$ cat src/rtl/tt_pkg.sv
// Shared constants for the truth-table scanner: state encoding, vector count and index width.
package tt_pkg;

  localparam int N_VEC    = 16;
  localparam int IDX_W    = 4;
  localparam int SETTLE_W = 3;
  localparam int CNT_W    = 5;

  localparam logic [1:0] ST_IDLE = 2'd0;
  localparam logic [1:0] ST_SCAN = 2'd1;
  localparam logic [1:0] ST_DONE = 2'd2;

  function automatic logic [N_VEC-1:0] idx_onehot(input logic [IDX_W-1:0] idx);
    logic [N_VEC-1:0] oh;
    oh      = '0;
    oh[idx] = 1'b1;
    return oh;
  endfunction

endpackage

$ cat src/rtl/truth_table_scan_if.sv
// Signal bundle between the scanner and its environment (function under test plus controller).
// The scanner owns the slave modport; whoever drives start/expected and returns s owns master.
interface truth_table_scan_if;
  import tt_pkg::*;

  logic                 start;
  logic [N_VEC-1:0]     expected;
  logic                 s;
  logic                 x;
  logic                 y;
  logic                 w;
  logic                 z;
  logic                 busy;
  logic                 done;
  logic [N_VEC-1:0]     mask;
  logic [CNT_W-1:0]     count;
  logic                 match;
  logic [1:0]           dbg_state;

  modport master (
    output start, expected, s,
    input  x, y, w, z, busy, done, mask, count, match, dbg_state
  );

  modport slave (
    input  start, expected, s,
    output x, y, w, z, busy, done, mask, count, match, dbg_state
  );

endinterface

$ cat src/rtl/truth_table_scan.sv
// Walks all 16 input vectors of a 4-input combinational function, captures its truth table,
// counts the ones and compares the table against a reference mask latched at start.
module truth_table_scan
  import tt_pkg::*;
#(
  parameter int SETTLE = 0
) (
  input logic               clk,
  input logic               rst_n,
  truth_table_scan_if.slave bus
);

  localparam logic [SETTLE_W-1:0] SETTLE_L = SETTLE_W'(SETTLE);
  localparam logic [IDX_W-1:0]    LAST_IDX = IDX_W'(N_VEC - 1);

  logic [1:0]          state_q,  state_d;
  logic [IDX_W-1:0]    idx_q,    idx_d;
  logic [SETTLE_W-1:0] settle_q, settle_d;
  logic [N_VEC-1:0]    exp_q,    exp_d;
  logic [N_VEC-1:0]    mask_q,   mask_d;
  logic [CNT_W-1:0]    count_q,  count_d;
  logic                match_q,  match_d;

  logic             s_bit;
  logic             accept;
  logic             sample;
  logic [N_VEC-1:0] mask_smp;

  // An unknown s is recorded as 0 so a floating function output never counts as a one.
  assign s_bit    = (bus.s === 1'b1);
  assign accept   = bus.start && (state_q != ST_SCAN);
  assign sample   = (state_q == ST_SCAN) && (settle_q == SETTLE_L);
  assign mask_smp = mask_q | (s_bit ? idx_onehot(idx_q) : '0);

  always_comb begin
    state_d  = state_q;
    idx_d    = idx_q;
    settle_d = settle_q;
    exp_d    = exp_q;
    mask_d   = mask_q;
    count_d  = count_q;
    match_d  = match_q;

    case (state_q)
      ST_SCAN: begin
        if (sample) begin
          mask_d   = mask_smp;
          count_d  = count_q + {{(CNT_W-1){1'b0}}, s_bit};
          settle_d = '0;
          if (idx_q == LAST_IDX) begin
            state_d = ST_DONE;
            idx_d   = '0;
            match_d = (mask_smp == exp_q);
          end else begin
            idx_d = idx_q + 1'b1;
          end
        end else begin
          settle_d = settle_q + 1'b1;
        end
      end
      ST_DONE: state_d = ST_IDLE;
      default: state_d = ST_IDLE;
    endcase

    // A start seen in IDLE or DONE overrides the default transition on the same edge.
    if (accept) begin
      state_d  = ST_SCAN;
      idx_d    = '0;
      settle_d = '0;
      exp_d    = bus.expected;
      mask_d   = '0;
      count_d  = '0;
    end
  end

  always_ff @(posedge clk or negedge rst_n) begin
    if (!rst_n) begin
      state_q  <= ST_IDLE;
      idx_q    <= '0;
      settle_q <= '0;
      exp_q    <= '0;
      mask_q   <= '0;
      count_q  <= '0;
      match_q  <= 1'b0;
    end else begin
      state_q  <= state_d;
      idx_q    <= idx_d;
      settle_q <= settle_d;
      exp_q    <= exp_d;
      mask_q   <= mask_d;
      count_q  <= count_d;
      match_q  <= match_d;
    end
  end

  assign bus.busy      = (state_q == ST_SCAN);
  assign bus.done      = (state_q == ST_DONE);
  assign {bus.x, bus.y, bus.w, bus.z} = bus.busy ? idx_q : '0;
  assign bus.mask      = mask_q;
  assign bus.count     = count_q;
  assign bus.match     = match_q;
  assign bus.dbg_state = state_q;

endmodule

$ cat src/flat_wrapper.sv
// flat-port wrapper written by rule: the top's interface ports become plain ports
module truth_table_scan_flat import tt_pkg::*;
#(
  parameter int SETTLE = 0
)
  (clk, rst_n, bus_start, bus_expected, bus_s, bus_x, bus_y, bus_w, bus_z, bus_busy, bus_done, bus_mask, bus_count, bus_match, bus_dbg_state);
  truth_table_scan_if bus_i ();
  input logic clk;
  input logic rst_n;
  input wire logic [$bits(bus_i.start)-1:0] bus_start;
  input wire logic [$bits(bus_i.expected)-1:0] bus_expected;
  input wire logic [$bits(bus_i.s)-1:0] bus_s;
  output wire logic [$bits(bus_i.x)-1:0] bus_x;
  output wire logic [$bits(bus_i.y)-1:0] bus_y;
  output wire logic [$bits(bus_i.w)-1:0] bus_w;
  output wire logic [$bits(bus_i.z)-1:0] bus_z;
  output wire logic [$bits(bus_i.busy)-1:0] bus_busy;
  output wire logic [$bits(bus_i.done)-1:0] bus_done;
  output wire logic [$bits(bus_i.mask)-1:0] bus_mask;
  output wire logic [$bits(bus_i.count)-1:0] bus_count;
  output wire logic [$bits(bus_i.match)-1:0] bus_match;
  output wire logic [$bits(bus_i.dbg_state)-1:0] bus_dbg_state;
  assign bus_i.start = bus_start;
  assign bus_i.expected = bus_expected;
  assign bus_i.s = bus_s;
  assign bus_x = bus_i.x;
  assign bus_y = bus_i.y;
  assign bus_w = bus_i.w;
  assign bus_z = bus_i.z;
  assign bus_busy = bus_i.busy;
  assign bus_done = bus_i.done;
  assign bus_mask = bus_i.mask;
  assign bus_count = bus_i.count;
  assign bus_match = bus_i.match;
  assign bus_dbg_state = bus_i.dbg_state;
  truth_table_scan #(.SETTLE(SETTLE)) u_core (.clk(clk), .rst_n(rst_n), .bus(bus_i));
endmodule
$ cat config.mk
export PLATFORM = sky130hd
export DESIGN_NAME = truth_table_scan_flat
export DESIGN_NICKNAME = d
export VERILOG_FILES = /design/src/rtl/tt_pkg.sv /design/src/rtl/truth_table_scan_if.sv /design/src/rtl/truth_table_scan.sv /design/src/flat_wrapper.sv
export SDC_FILE = /design/constraint.sdc
export NUM_CORES = 1
export LEC_CHECK = 0
export ABC_AREA = 0
export CAP_MARGIN = 10
export CORE_MARGIN = 2
export CORE_UTILIZATION = 45
export CTS_CLUSTER_DIAMETER = 40
export DETAILED_ROUTE_END_ITERATION = 8
export MAX_ROUTING_LAYER = met4
export PLACE_DENSITY = 0.71
export SLEW_MARGIN = 20
export SYNTH_ARGS = -nofsm -noshare
export SYNTH_HDL_FRONTEND = slang
export SYNTH_SLANG_ARGS = --single-unit
$ cat constraint.sdc
create_clock -name clk -period 2.8 [get_ports clk]
set_input_delay 0.56 -clock clk [delete_from_list [all_inputs] [get_ports clk]]
set_output_delay 0.56 -clock clk [all_outputs]
set_load 0.03 [all_outputs]
# Word-level counts from Yosys, hierarchy flattened
# Cells that the tools add are included.
totals:
  regBits: 47
  latch_bits: 0
  romBits: 0
  mem_count: 0
  output_inout_bits: 30
  word_cells: 51
  ram_bits: 0
classes:
  n_mul: 0
  n_addsub: 3
  shift: 0
  n_reduce_logical: 9
  eq_ne: 8
  bitwise: 1
  n_mux: 21
  n_div: 0
  magnitude_cmp: 2
op_table:
  columns: ["operator", "n"]
  rows:
  - ["16-bit 2-to-1 mux", 4]
  - ["4-bit 2-to-1 mux", 5]
  - ["16-bit == test", 1]
  - ["16-bit OR", 1]
  - ["5-bit 2-to-1 mux", 3]
  - ["3-bit 2-to-1 mux", 3]
  - ["2-bit 2-to-1 mux", 4]
  - ["3-bit != test, second input constant", 2]
  - ["5-bit by 1-bit adder with 5-bit output", 1]
  - ["4-bit by 5-bit less-than comparator with 1-bit output, second input constant", 1]
  - ["4-bit by 1-bit adder with 4-bit output, second input constant", 1]
  - ["1-bit demux with 4-bit select", 1]
  - ["4-bit == test, second input constant", 1]
  - ["4-bit by 1-bit >= comparator with 1-bit output, second input constant", 1]
  - ["2-bit AND reduction", 2]
  - ["2-bit nonzero test", 2]
  - ["3-bit by 1-bit adder with 3-bit output, second input constant", 1]
  - ["1-bit logical AND", 3]
  - ["3-bit logical NOT", 1]
  - ["3-bit AND reduction", 1]
  - ["2-bit by 1-bit == test with 1-bit output, second input constant", 1]
  - ["2-bit == test, second input constant", 1]
  - ["2-bit by 1-bit != test with 1-bit output, second input constant", 1]
  - ["1-bit case equality test, second input constant", 1]
  - ["1-bit 2-to-1 mux", 1]

# Logic depth before layout (Yosys ltp)
logic_depth:
  ltp_word: 9
  depth_mapped: 8
  ltp_nobuf: 7

# Least setup slack after synthesis
# No wires, ideal clock.
synth_path:
  path_type: "reg-to-reg"
  start: "register u_core.idx_q[0]"
  end: "register u_core.match_q, in the netlist u_core.bus.match"
  path_slack_ns: 0.877
  required_time_ns: 2.708
  arrival_time_ns: 1.831
  n_path_buf: 1
  setup_time_ns: 0.092
  path_stages_with_launch: 9
  synth_period_minus_slack_ns: 1.923
  cell_sequence: "dfrtp_1 -> inv_1 -> ha_1 -> buf_6 -> nor4bb_1 -> or3_1 -> a221oi_2 -> nand4_1 -> o31ai_2"
synth_via:
  elab_chain_cells: 7
synth_rtl:
  columns: ["element", "line_no", "source"]
  rows:
  - ["start, declared", "truth_table_scan.sv:17", "logic [IDX_W-1:0] idx_q, idx_d;"]
  - ["start signal, assigned", "truth_table_scan.sv:87", "idx_q <= idx_d;"]
  - ["4-bit by 5-bit less-than comparator with 1-bit output (implied by the code) or 4-bit by 1-bit >= comparator with 1-bit output (tied branches)", "tt_pkg.sv:16", "oh[idx] = 1'b1;"]
  - ["1-bit logical AND (implied by the code)", "tt_pkg.sv:16", null]
  - ["1-bit 2-to-1 mux (implied by the code)", "tt_pkg.sv:16", null]
  - ["1-bit demux with 4-bit select", null, null]
  - ["16-bit 2-to-1 mux", "truth_table_scan.sv:33", "assign mask_smp = mask_q | (s_bit ? idx_onehot(idx_q) : '0);"]
  - ["16-bit OR", "truth_table_scan.sv:33", null]
  - ["16-bit == test", "truth_table_scan.sv:53", "match_d = (mask_smp == exp_q);"]
  - ["end signal, assigned", "truth_table_scan.sv:92", "match_q <= match_d;"]
  - ["end, declared", "truth_table_scan.sv:22", "logic match_q, match_d;"]
# Parallel ways exist; a longest one is shown, timed or not.
# A chain may end at the register's enable or synchronous reset.

# Final worst setup path
layout_path:
  start: "register u_core.state_q[1], in the netlist u_core.bus.dbg_state[1]"
  end: "output bus_x"
layout_via:
  elab_chain_cells: 2
layout_rtl:
  columns: ["element", "line_no", "source"]
  rows:
  - ["start, declared", "truth_table_scan.sv:16", "logic [1:0] state_q, state_d;"]
  - ["start signal, assigned", "truth_table_scan.sv:86", "state_q <= state_d;"]
  - ["2-bit by 1-bit == test with 1-bit output", "truth_table_scan.sv:96", "assign bus.busy = (state_q == ST_SCAN);"]
  - ["4-bit 2-to-1 mux", "truth_table_scan.sv:98", "assign {bus.x, bus.y, bus.w, bus.z} = bus.busy ? idx_q : '0;"]
  - ["end, declared", "flat_wrapper.sv:13", "output wire logic [$bits(bus_i.x)-1:0] bus_x;"]
# No other way between the ends.

==> flow_metrics.env <==
export IMPL_seqCellArea_mm2=0.00118
export IMPL_slew_headroom_pct=54.7
export IMPL_synth_area_per_cell_um2=9.11
export IMPL_multiInputGateArea_mm2=0.00117
export IMPL_yosys_area_top_type="dfrtp_1"
export IMPL_fmax_mhz=411
export IMPL_final_setup_viol_count=0
export IMPL_netlist_area_mm2=0.00250
export IMPL_dpl_cell_area_mm2=0.00303
export IMPL_fillers=503
export IMPL_first_pass_iters=4
export IMPL_worst_slack_ps=366
export IMPL_status="finished, final reports clean"
export IMPL_port_buffers=49
export IMPL_cts_htree_levels=2
export IMPL_ctsResizeCount=0
export IMPL_die_width_um=78.5
export IMPL_grt_pass1_vias=2022
export IMPL_dr_total_vias=2155
export IMPL_rsz0062_at_grt="false"
export IMPL_die_h_um=78.5
export IMPL_final_core_util_pct=57.8
export IMPL_cp_start_kind="flop"
export IMPL_synth_edf_count=0
export IMPL_post_cts_setup_buffers=0
export IMPL_critPathMaxStageDelay_ps=690
export IMPL_ys_async_sr_fraction_pct=100
export IMPL_routabilityCongestion=0.926
export IMPL_grt_pass1_wl_um=10000
export IMPL_ir_drop_v=0.000677
export IMPL_cts_buffers_inserted=5
export IMPL_yosysWarnings=0
export IMPL_drive_gt1_share_pct=5.96
export IMPL_finish_net_count=346
export IMPL_holdWs_ps=193
export IMPL_cp_arrival_ps=1870
export IMPL_final_area_mm2=0.00314
export IMPL_insertion_delay_ps=300
export IMPL_path_cells="nand2b_1 > nor2_1 > clkdlybuf4s50_1"
export IMPL_powerDensity_mw_per_mm2=1140
export IMPL_grt_ovfl_total=0
export IMPL_r2r_cells=7
export IMPL_core_area_mm2=0.00544
export IMPL_rows=27
export IMPL_dieArea_mm2=0.00616
export IMPL_ant_nets=0
export IMPL_ios=50
export IMPL_synthFlopType="dfrtp_1"
export IMPL_synth_cells=274
export IMPL_cts_max_path_buffers=2
export IMPL_p_leak_nw=1.44
export IMPL_clock_sinks=47
export IMPL_cp_max_fo=9
export IMPL_routed_wl_um=5980
export IMPL_cts_hold_buf=0
export IMPL_n_antenna_cell=0
export IMPL_gr_usage_all_layers_pct=21.5
export IMPL_drt_iter0_markers=231
export IMPL_period_share_pct=86.9
export IMPL_skew_ps=6.22
export IMPL_end_kind="output pin"
export IMPL_timing_final_max_slew_violations=0
export IMPL_synth_seq_area_share_pct=47.1
export IMPL_crit_required_ps=2240
export IMPL_synth_nets=302
export IMPL_grt_antenna_before_repair=0
export IMPL_drc_errors=0
export IMPL_hold_viol_final=0
export IMPL_initial_core_util_pct=45.9
export IMPL_clk_pin_slew_worst_paths_ps=80
export IMPL_ff2ff_setup_slack_ps=650
export IMPL_reg2reg_from="u_core.idx_q[0]"
export IMPL_drv_cap=0
export IMPL_hp_class="input port to async pin"
export IMPL_root_buffer="clkbuf_8"
export IMPL_period_needed_ps=2430
export IMPL_critPathKind="flop to output pin"
export IMPL_synth_most_common_cell="nand2_1"
export IMPL_post_drt_wl_per_cell_um=15.3
export IMPL_synth_cell_types=48
export IMPL_dp_hpwl_um=4320
export IMPL_worst_slew_pin_transition_ps=678
export IMPL_area_growth_pct=26.0
export IMPL_cpMaxStageDelayCell="clkdlybuf4s50_1"
export IMPL_r2r_end="u_core.bus.match"
export IMPL_place_ws_ps=410
export IMPL_via_per_inst=5.51
export IMPL_grt_max_degree=32
export IMPL_finalSetupTns_ps=0
export IMPL_synth_top_area_share_pct=47.1
export IMPL_synth_area_leaders="dfrtp_1 (47%), nand2_1 (8.3%), nor2_1 (4.4%), ha_1 (4.0%), a31oi_1 (3.0%)"
export IMPL_synth_common_cells="nand2_1 (55), dfrtp_1 (47), nor2_1 (29), inv_1 (13), a31oi_1 (12)"
export IMPL_ys_ff_latch=47
export IMPL_cts_tree="built"
==> stage by stage <==
step	power [mW]	std cells
after detailed placement	3.09	383
after floorplan	2.45	274
after global routing	3.85	391
after CTS	3.61	391
final	3.60	391
after global placement	3.06	383
==> cells by family after synthesis <==
family / count (synthesis) / synth area share, %
adders and majority gates: 8 / 4.01
and+or+nand+nor: 128 / 24.9
xor gates and xnor gates: 9 / 3.16
DFF: 47 / 47.1
buffers and inverters: 32 / 6.07
muxes: 2 / 0.852
AOI/OAI and AO/OA: 48 / 13.9
==> report_power, final <==
group	switching (mW)	internal [mW]	leakage [nW]
Sequential	0.291	0.970	0.595
Clock	0.220	0.289	0.0612
Combinational	1.05	0.773	0.782
==> area by class of cell <==
| cell class | instances | share of cell area [%] |
|---|---|---|
| clock inverters | 2 | 1.11 |
| multi-input cells | 195 | 37.2 |
| clock buffers | 6 | 2.63 |
| inverters | 15 | 1.79 |
| well taps | 72 | 2.87 |
| repair buffers | 54 | 17.0 |
| flip-flops and latches | 47 | 37.4 |
==> critical path, delay by kind of cell, from the launching register on <==
| family | cells | cell delay (ps) |
|---|---|---|
| flip-flops | 1 | 410 |
| buffers and inverters | 1 | 690 |
| AND/OR/NAND/NOR | 2 | 480 |
==> worst max-delay path by stage <==
stage	slack, ps	startpoint	end	cells after the start
after floorplan	880	u_core.idx_q[0]	u_core.bus.match	8
after global placement	450	bus_s	u_core.bus.match	7
after detailed placement	410	bus_s	u_core.bus.match	7
after CTS	360	u_core.bus.dbg_state[1]	bus_x	3
after global routing	260	u_core.bus.dbg_state[1]	bus_x	3
final	370	u_core.bus.dbg_state[1]	bus_x	3
==> cells in the final DEF, fill, tap and decap left out, types with 3 or more instances in the layout <==
master / synthesis / routed
nand4_1: 7 / 7
ha_1: 8 / 8
o21ai_1: 3 / 3
dfrtp_1: 47 / 47
nand2_1: 55 / 55
clkdlybuf4s50_1: 0 / 48
inv_1: 13 / 13
o21ai_0: 5 / 5
a31oi_1: 12 / 12
nor2_1: 29 / 29
nand3_1: 4 / 4
nor2b_1: 5 / 5
buf_4: 3 / 4
nor4bb_1: 5 / 5
a22o_1: 5 / 5
xor2_1: 6 / 6
a21oi_1: 4 / 4
a41oi_1: 4 / 4
xnor2_1: 3 / 3
and2_1: 3 / 3
or3_1: 3 / 3
clkbuf_8: 0 / 6
nor3_1: 6 / 6
o22ai_1: 3 / 3
==> state kept, by name, summed over array words and instances, names as in the netlist <==
register              cells
u_core.settle_q           3
u_core.bus.match          1
u_core.bus.mask          16
u_core.idx_q              4
u_core.exp_q             16
u_core.bus.dbg_state      2
u_core.bus.count          5
==> per-layer routing <==
| metal | part of all wire, % | global-route usage, % | vias to the layer above |
|---|---|---|---|
| met5 | 0 | - | - |
| met4 | 1.6 | 7.02 | 0 |
| met3 | 4.0 | 2.87 | 8 |
| met2 | 46 | 31.9 | 56 |
| met1 | 49 | 30.8 | 1048 |
| li1 | - | - | 1043 |
Power figures use the tool's default switching activity.
